`src/rtl/prescaler_sched.sv`:
```
// Prescaled four-channel event scheduler: an N-bit free-running prescaler, four period counters, one-deep config FSM.
// Optional feature: define PRESCALER_SCHED_PAUSE_EN to add a pause input that freezes all timing.
module prescaler_sched #(
  parameter int N = 22,
  parameter int W = 8
) (
  input  logic         clk_in,
  input  logic         rstn,
`ifdef PRESCALER_SCHED_PAUSE_EN
  input  logic         pause,
`endif
  input  logic         cfg_valid,
  output logic         cfg_ready,
  input  logic [1:0]   cfg_ch,
  input  logic [W-1:0] cfg_period,
  input  logic         cfg_mode,
  output logic         tick_base,
  output logic [3:0]   tick,
  output logic [3:0]   busy
);

  // state    | meaning
  // ST_READY | accepting a configuration request (cfg_ready = 1)
  // ST_APPLY | captured request is loaded into its channel at the end of this cycle
  typedef enum logic {ST_READY, ST_APPLY} state_t;

  state_t         state_q, state_d;
  logic [N-1:0]   cnt_q, cnt_d;
  logic           tick_base_q, tick_base_d;
  logic [3:0]     tick_q, tick_d;
  logic [3:0]     busy_q, busy_d;
  logic [3:0]     mode_q, mode_d;
  logic [W-1:0]   rem_q [4];
  logic [W-1:0]   rem_d [4];
  logic [W-1:0]   per_q [4];
  logic [W-1:0]   per_d [4];
  logic [1:0]     cap_ch_q, cap_ch_d;
  logic [W-1:0]   cap_per_q, cap_per_d;
  logic           cap_mode_q, cap_mode_d;
  logic           run;
  logic           wrap;

`ifdef PRESCALER_SCHED_PAUSE_EN
  assign run = ~pause;
`else
  assign run = 1'b1;
`endif

  assign wrap = run && (cnt_q == {N{1'b1}});

  always_comb begin
    state_d     = state_q;
    cnt_d       = cnt_q;
    tick_base_d = 1'b0;
    tick_d      = 4'b0000;
    busy_d      = busy_q;
    mode_d      = mode_q;
    rem_d       = rem_q;
    per_d       = per_q;
    cap_ch_d    = cap_ch_q;
    cap_per_d   = cap_per_q;
    cap_mode_d  = cap_mode_q;

    if (run) begin
      cnt_d = cnt_q + N'(1);
    end
    tick_base_d = wrap;

    for (int ch = 0; ch < 4; ch++) begin
      if (wrap && busy_q[ch]) begin
        if (rem_q[ch] > W'(1)) begin
          rem_d[ch] = rem_q[ch] - W'(1);
        end else begin
          tick_d[ch] = 1'b1;
          if (mode_q[ch]) begin
            rem_d[ch] = per_q[ch];
          end else begin
            rem_d[ch]  = '0;
            busy_d[ch] = 1'b0;
          end
        end
      end
    end

    case (state_q)
      ST_READY: begin
        if (cfg_valid) begin
          cap_ch_d   = cfg_ch;
          cap_per_d  = cfg_period;
          cap_mode_d = cfg_mode;
          state_d    = ST_APPLY;
        end
      end
      ST_APPLY: begin
        // The load wins over any expiry or decrement on the same base tick.
        rem_d[cap_ch_q]  = cap_per_q;
        per_d[cap_ch_q]  = cap_per_q;
        mode_d[cap_ch_q] = cap_mode_q;
        busy_d[cap_ch_q] = |cap_per_q;
        tick_d[cap_ch_q] = 1'b0;
        state_d          = ST_READY;
      end
      default: state_d = ST_READY;
    endcase
  end

  always_ff @(posedge clk_in) begin
    if (!rstn) begin
      state_q     <= ST_READY;
      cnt_q       <= '0;
      tick_base_q <= 1'b0;
      tick_q      <= 4'b0000;
      busy_q      <= 4'b0000;
      mode_q      <= 4'b0000;
      cap_ch_q    <= 2'd0;
      cap_per_q   <= '0;
      cap_mode_q  <= 1'b0;
      for (int ch = 0; ch < 4; ch++) begin
        rem_q[ch] <= '0;
        per_q[ch] <= '0;
      end
    end else begin
      state_q     <= state_d;
      cnt_q       <= cnt_d;
      tick_base_q <= tick_base_d;
      tick_q      <= tick_d;
      busy_q      <= busy_d;
      mode_q      <= mode_d;
      cap_ch_q    <= cap_ch_d;
      cap_per_q   <= cap_per_d;
      cap_mode_q  <= cap_mode_d;
      for (int ch = 0; ch < 4; ch++) begin
        rem_q[ch] <= rem_d[ch];
        per_q[ch] <= per_d[ch];
      end
    end
  end

  assign cfg_ready = (state_q == ST_READY);
  assign tick_base = tick_base_q;
  assign tick      = tick_q;
  assign busy      = busy_q;

endmodule
```
`config.mk`:
```
export PLATFORM = sky130hd
export DESIGN_NAME = prescaler_sched
export DESIGN_NICKNAME = d
export VERILOG_FILES = /design/src/rtl/prescaler_sched.sv
export SDC_FILE = /design/constraint.sdc
export NUM_CORES = 1
export LEC_CHECK = 0
export BUFFER_PORTS_ARGS = -buffer_cell sky130_fd_sc_hd__buf_2
export CORE_MARGIN = 5
export CORE_UTILIZATION = 56
export DETAILED_ROUTE_END_ITERATION = 16
export PLACE_DENSITY_LB_ADDON = 0.15
export SLEW_MARGIN = 10
export SYNTH_ARGS = -nofsm -noshare
export SYNTH_HDL_FRONTEND = slang
export SYNTH_SLANG_ARGS = --single-unit
```
`constraint.sdc`:
```
create_clock -name clk_in -period 1.7 [get_ports clk_in]
set_input_delay 0.34 -clock clk_in [delete_from_list [all_inputs] [get_ports clk_in]]
set_output_delay 0.34 -clock clk_in [all_outputs]
set_load 0.1 [all_outputs]
```
* Yosys cells after proc, flatten, opt, wreduce, memory -nomap -nowiden
Cells that the tools add are included.
** Operators by class
- Add/sub/neg operators :: 5
- $lt $le $gt $ge :: 8
- Equal/unequal tests :: 1
- Mux-type cells :: 45
- Bitwise logic cells :: 4
- Reductions and logical operators :: 8
** Operators by type and width (count)
- 8-bit two-way mux :: 13
- 32-bit bitwise mux :: 2
- 8-bit by 1-bit > comparator with 1-bit output, second input constant :: 4
- 32-bit two-way mux :: 1
- 8-bit by 1-bit subtractor with 8-bit output, second input constant :: 4
- 22-bit by 1-bit adder with 22-bit output, second input constant :: 1
- 22-bit equality test, second input constant :: 1
- 1-bit two-way mux :: 22
- 8-bit demux with 2-bit select :: 1
- 4-bit bitwise mux :: 2
- 4-bit two-way mux :: 2
- 8-bit OR reduction :: 1
- 1-bit logical AND :: 6
- 4-bit bitwise AND :: 1
- 4-bit NOT :: 1
- 3-bit >= comparator, second input constant :: 1
- 2-bit by 3-bit less-than comparator with 1-bit output, second input constant :: 1
- 3-bit by 1-bit less-than comparator with 1-bit output, second input constant :: 1
- 2-bit NOT with 3-bit output :: 1
- 1-bit demux with 2-bit select :: 1
- 2-bit by 1-bit >= comparator with 1-bit output, second input constant :: 1
- 1-bit one-hot mux with 2 select lines :: 1
- 2-bit AND reduction :: 1
- 1-bit NOT :: 1
** Storage, ports and cells
- Flip-flop bits (word level) :: 111
- Output and inout port bits :: 10

* Depth between registers and ports, before layout
- Depth after elaboration :: 7
- Depth in mapped cells :: 9
- Mapped depth without buffers :: 7

* Least setup slack after synthesis
No wires, ideal clock.
- Kind :: flip-flop to flip-flop
- From :: register busy_q[2], in the netlist busy[2]
- To :: register rem_q[15] (netlist name)
- Setup time :: 0.137 ns
- Arrival :: 2.085 ns
- Slack :: -0.522 ns
- Cell stages (with the launch flop) :: 5
- Path through :: dfxtp_1 nand3_1 or4_4 o41ai_1 a31oi_1
** Between the ends
- Word-level cells in the longest chain between the ends :: 4
** RTL lines
- from (decl) :: line 31 : logic [3:0] busy_q, busy_d;
- from (signal assigned) :: line 127 : busy_q <= busy_d;
- 1-bit logical AND (*) :: line 70 : if (wrap && busy_q[ch]) begin
- 8-bit two-way mux (*) :: line 70
- 32-bit bitwise mux :: line 96 : rem_d[cap_ch_q] = cap_per_q;
- 32-bit two-way mux (*) :: line 85 : case (state_q)
- to (signal, indexed assignment) :: line 133 : rem_q[ch] <= rem_d[ch];
- to (decl) :: line 33 : logic [W-1:0] rem_q [4];
Mark *: on every way between the ends. The rest lies on a longest branch, timed or not.
A chain may end at the register's enable or synchronous reset.

* Worst setup path in the final report
- From :: register rem_q[7] (netlist name)
- To :: register rem_q[0] (netlist name)
** Between the ends
- Word-level cells in the longest chain between the ends :: 5
** RTL lines
- 8-bit by 1-bit > comparator with 1-bit output (*) :: line 71 : if (rem_q[ch] > W'(1)) begin
- 8-bit two-way mux (*) :: line 71
- 8-bit two-way mux (*) :: line 70
- 32-bit bitwise mux :: line 96
- 32-bit two-way mux (*) :: line 85
Marked as above.

==> results by group <==
Outcome
  • Status: finished, violations left
  • Failing checks: setup timing

Placement
  • Final HPWL DP: between 10 and 15 mm
  • DP Area: 6310 µm²
  • Final GP Congestion: 0.956
  • Port buffer count: 23
  • Place WS: -0.190 ns

Routing
  • DR DRC count: 0
  • DR iter-0 viols: approximately 440
  • DRT antenna net count: 0
  • Final WL: ~17 mm
  • Vias: approximately 5,700
  • Average wire per standard cell: 17.7 µm
  • DR vias/cell: 6.04
  • DRT Pass-1 Iters: 5

Synth
  • Main flop type after synthesis: dfxtp_1
  • Post-synthesis sequential area ratio: 0.405
  • Synth Register Bits: 111
  • Post-Syn Instances: 712
  • Syn Std Cell Area: 5480 µm²
  • Post-synth EDFFs: 0
  • YS warnings: 0
  • Avg Inst Size Synth: 7.70 µm²
  • Unique cell type count in the Yosys netlist: 63
  • Async S/R FF share, synth: 0
  • Syn Nets: 735

STA
  • Slew HR: 0.579
  • Final worst slack: -0.0869 ns
  • Slew Viols, Final: 0
  • Setup TNS: -0.456 ns
  • Worst slew pin tran: 0.630 ns
  • Fmax: roughly 560 MHz
  • Final Hold Vio Count: 0
  • RSZ-0062 raised after global routing: true
  • Fin crit period: 1.79 ns
  • Clk_skew: 0.0113 ns
  • Final setup viols: 14
  • Tcrit/Tclk final: 1.05

Critical path
  • Arrival time worst endpoint: 2.05 ns
  • Slowest CP cell: or4b_4
  • CP dominant cell by count: mux2i_1
  • R2R depth: 5
  • Crit path cell chain: or3_4, or4b_4, mux2i_1, mux2i_1, o22ai_1
  • Crit end category: register
  • R2r endpoint: rem_q[0]$_SDFF_PN0_
  • FF-to-FF Start: rem_q[7]$_SDFF_PN0_
  • Critical Path Max Stage Delay: 0.55 ns
  • Critical-path maximum fanout: 6
  • Setup crit start kind: register
  • Critical path class: reg2reg
  • R2r setup slk: -0.09 ns
  • Critical Path RT: ~2.0 ns

Min path
  • Cells on Worst Hold Path: 3
  • Hold path start: cfg_period[3]
  • Hold endpoint: cap_per_q[3]$_SDFFE_PN0P_
  • Tightest Hold Check Type: in2reg

Finish
  • Final Util: 0.732
  • # diodes: 0
  • Share of layout cells above drive strength 1: 0.297
  • Post-route cell area: 7060 µm²
  • Final #Nets: 826
  • Area Growth Syn to Fin: 28.8%
  • Filler Cells Inserted: a little over 700

Die
  • Die Span X: 109 µm
  • IO Count: 24
  • Height of the chip: 109 µm
  • Core area: 9640 µm²
  • Initial Util: 0.569
  • Die ar.: 11,900 µm²
  • Row cnt: 36

Clock network
  • Clock slew at reported path FFs: 0.11 ns
  • H-tree lvl count: 3
  • Sink Count: 111
  • Clock Latency Late Sink: 0.39 ns
  • CTS buffer count: 9
  • CTS root buf: clkbuf_8
  • Bufs on Longest Clock Path: 2
  • TritonCTS clock tree: built
  • Hold_buf cts: 0

Pwr
  • Internal: 3.35 mW
  • Power density of the placed cells: 654 nW/µm²
  • Comb pwr share: 0.097
  • Switching Share: 0.275
  • Pleak: 2.68 nW
  • Worst vdd ir: 791 µV
  • Switching power: 1.27 mW
  • Total power: 4.62 mW
  • Part of the power in registers: 0.584
  • Power share of the clock group: 0.319

Global routing
  • Vias in the first global route: 5,354
  • GRT overflow: 0
  • Pin count of the biggest net entering global routing: 39
  • Initial antenna violation count: 0
  • First-pass GRT wire length: 25.9 mm
  • GR Util All Layers: 0.279

Run
  • Max Cap Violations: 0
[state kept, by name, indices dropped and copies added, names as in the netlist, 2 cells and up]
name	count
per_q	32
rem_q	32
cnt_q	22
cap_per_q	8
busy	4
mode_q	4
tick	4
cap_ch_q	2
[power by group through the flow]
stage / Clock, mW / Combinational [mW] / Sequential [mW]
2_1_floorplan: 0 / 0.268 / 2.75
3_3_place_gp: 0 / 0.401 / 2.75
3_5_place_dp: 0 / 0.411 / 2.75
4_1_cts: 1.51 / 0.418 / 2.70
5_1_grt: 1.62 / 0.483 / 2.70
6_report: 1.47 / 0.448 / 2.70
[cell type report]
type	instances	area, µm²	share of cell area
multi-input cells	540	3440	0.487
flip-flops and latches	111	2260	0.320
repair buffers	124	955	0.135
well taps	133	166	0.0236
clock buffers	11	131	0.0186
inverters	17	67.6	0.00957
clock inverters	5	42.5	0.00603
[worst max path at each step]
stage	startpoint	to	slack [ns]
CTS	cnt_q[1]$_SDFF_PN0_	rem_q[15]$_SDFF_PN0_	-0.11
finish	rem_q[7]$_SDFF_PN0_	rem_q[0]$_SDFF_PN0_	-0.09
floorplan	rem_q[7]$_SDFF_PN0_	rem_q[2]$_SDFF_PN0_	-0.16
global placement	cnt_q[12]$_SDFF_PN0_	rem_q[7]$_SDFF_PN0_	-0.14
detailed placement	cnt_q[11]$_SDFF_PN0_	rem_q[7]$_SDFF_PN0_	-0.19
global route	cnt_q[10]$_SDFF_PN0_	rem_q[6]$_SDFF_PN0_	-0.18
[placed cells by master, fill, tap and decap left out, drive strengths merged, types with 6 or more instances in the layout]
master,netlist,final
a21oi,71,71
a31oi,9,9
a32oi,7,7
and2,8,8
and3,6,6
and4,6,6
buf,6,122
clkbuf,38,13
dfxtp,111,111
ha,9,9
inv,17,17
mux2i,17,17
nand2,158,158
nand3,24,24
nand4,10,10
nor2,58,58
nor3,14,14
nor4,15,15
o21ai,19,19
o21bai,6,6
o22ai,17,17
o31ai,6,6
or3,7,7
xnor2,7,7
xor2,12,12
[per-layer routing]
metal / share of wire / wire length, µm / GRT usage / vias to the layer above
met5: 0 / 0 / 0 / -
met4: 0.020 / 331 / 0.0911 / 0
met3: 0.071 / 1180 / 0.0681 / 37
met2: 0.49 / 8170 / 0.474 / 217
met1: 0.42 / 6950 / 0.346 / 2726
li1: - / - / - / 2704
[repair_timing]
item                                    CTS  global route
buffers inserted                          6            12
cloned                                    0             1
pin swaps                                16            29
endpoints found under the hold margin     0             0
endpoints found under the setup margin   33            47
resized for setup                        41            59
[critical path: cells and delay by family (launching register included)]
family | cells | cell delay [ns]
simple gates | 2 | 0.93
mux | 2 | 0.30
compound gates | 1 | 0.09
flops | 1 | 0.34
[cells in the mapped netlist, types with 4 or more instances]
master | count | share of area
clkbuf_1 | 37 | 0.025
inv_1 | 16 | 0.011
nand2_1 | 157 | 0.11
dfxtp_1 | 111 | 0.41
o21bai_1 | 6 | 0.0082
xor2_1 | 12 | 0.019
a32oi_1 | 7 | 0.011
and3_1 | 6 | 0.0068
o21ai_0 | 13 | 0.012
mux2i_1 | 17 | 0.031
ha_1 | 9 | 0.021
o21ai_1 | 6 | 0.0055
o22ai_1 | 17 | 0.019
a31oi_1 | 9 | 0.010
or3_1 | 7 | 0.0080
o31ai_1 | 6 | 0.0082
nand3_1 | 23 | 0.021
and2_1 | 8 | 0.0091
o32ai_1 | 4 | 0.0064
a21oi_1 | 71 | 0.065
nor3_1 | 14 | 0.013
nor4_1 | 13 | 0.015
and4_1 | 6 | 0.0096
nand4_1 | 10 | 0.011
xnor2_1 | 7 | 0.011
o311ai_1 | 5 | 0.0080
nor2_1 | 58 | 0.040
[stage by stage]
stage,hold slack [ns],cells
finish,0.173,941
global route,0.167,941
CTS,0.157,928
detailed placement,0.449,906
global placement,0.442,906
floorplan,0.432,712
[logic make-up after synthesis]
| family | Yosys count | share of synthesized area |
|---|---|---|
| compound gates | 170 | 0.193 |
| xor+xnor | 19 | 0.0304 |
| fa+ha+maj | 9 | 0.0205 |
| buf+inv | 61 | 0.0440 |
| flops | 111 | 0.405 |
| mux | 17 | 0.0310 |
| simple gates | 325 | 0.275 |
No activity file was read; power rests on OpenSTA's default activity.
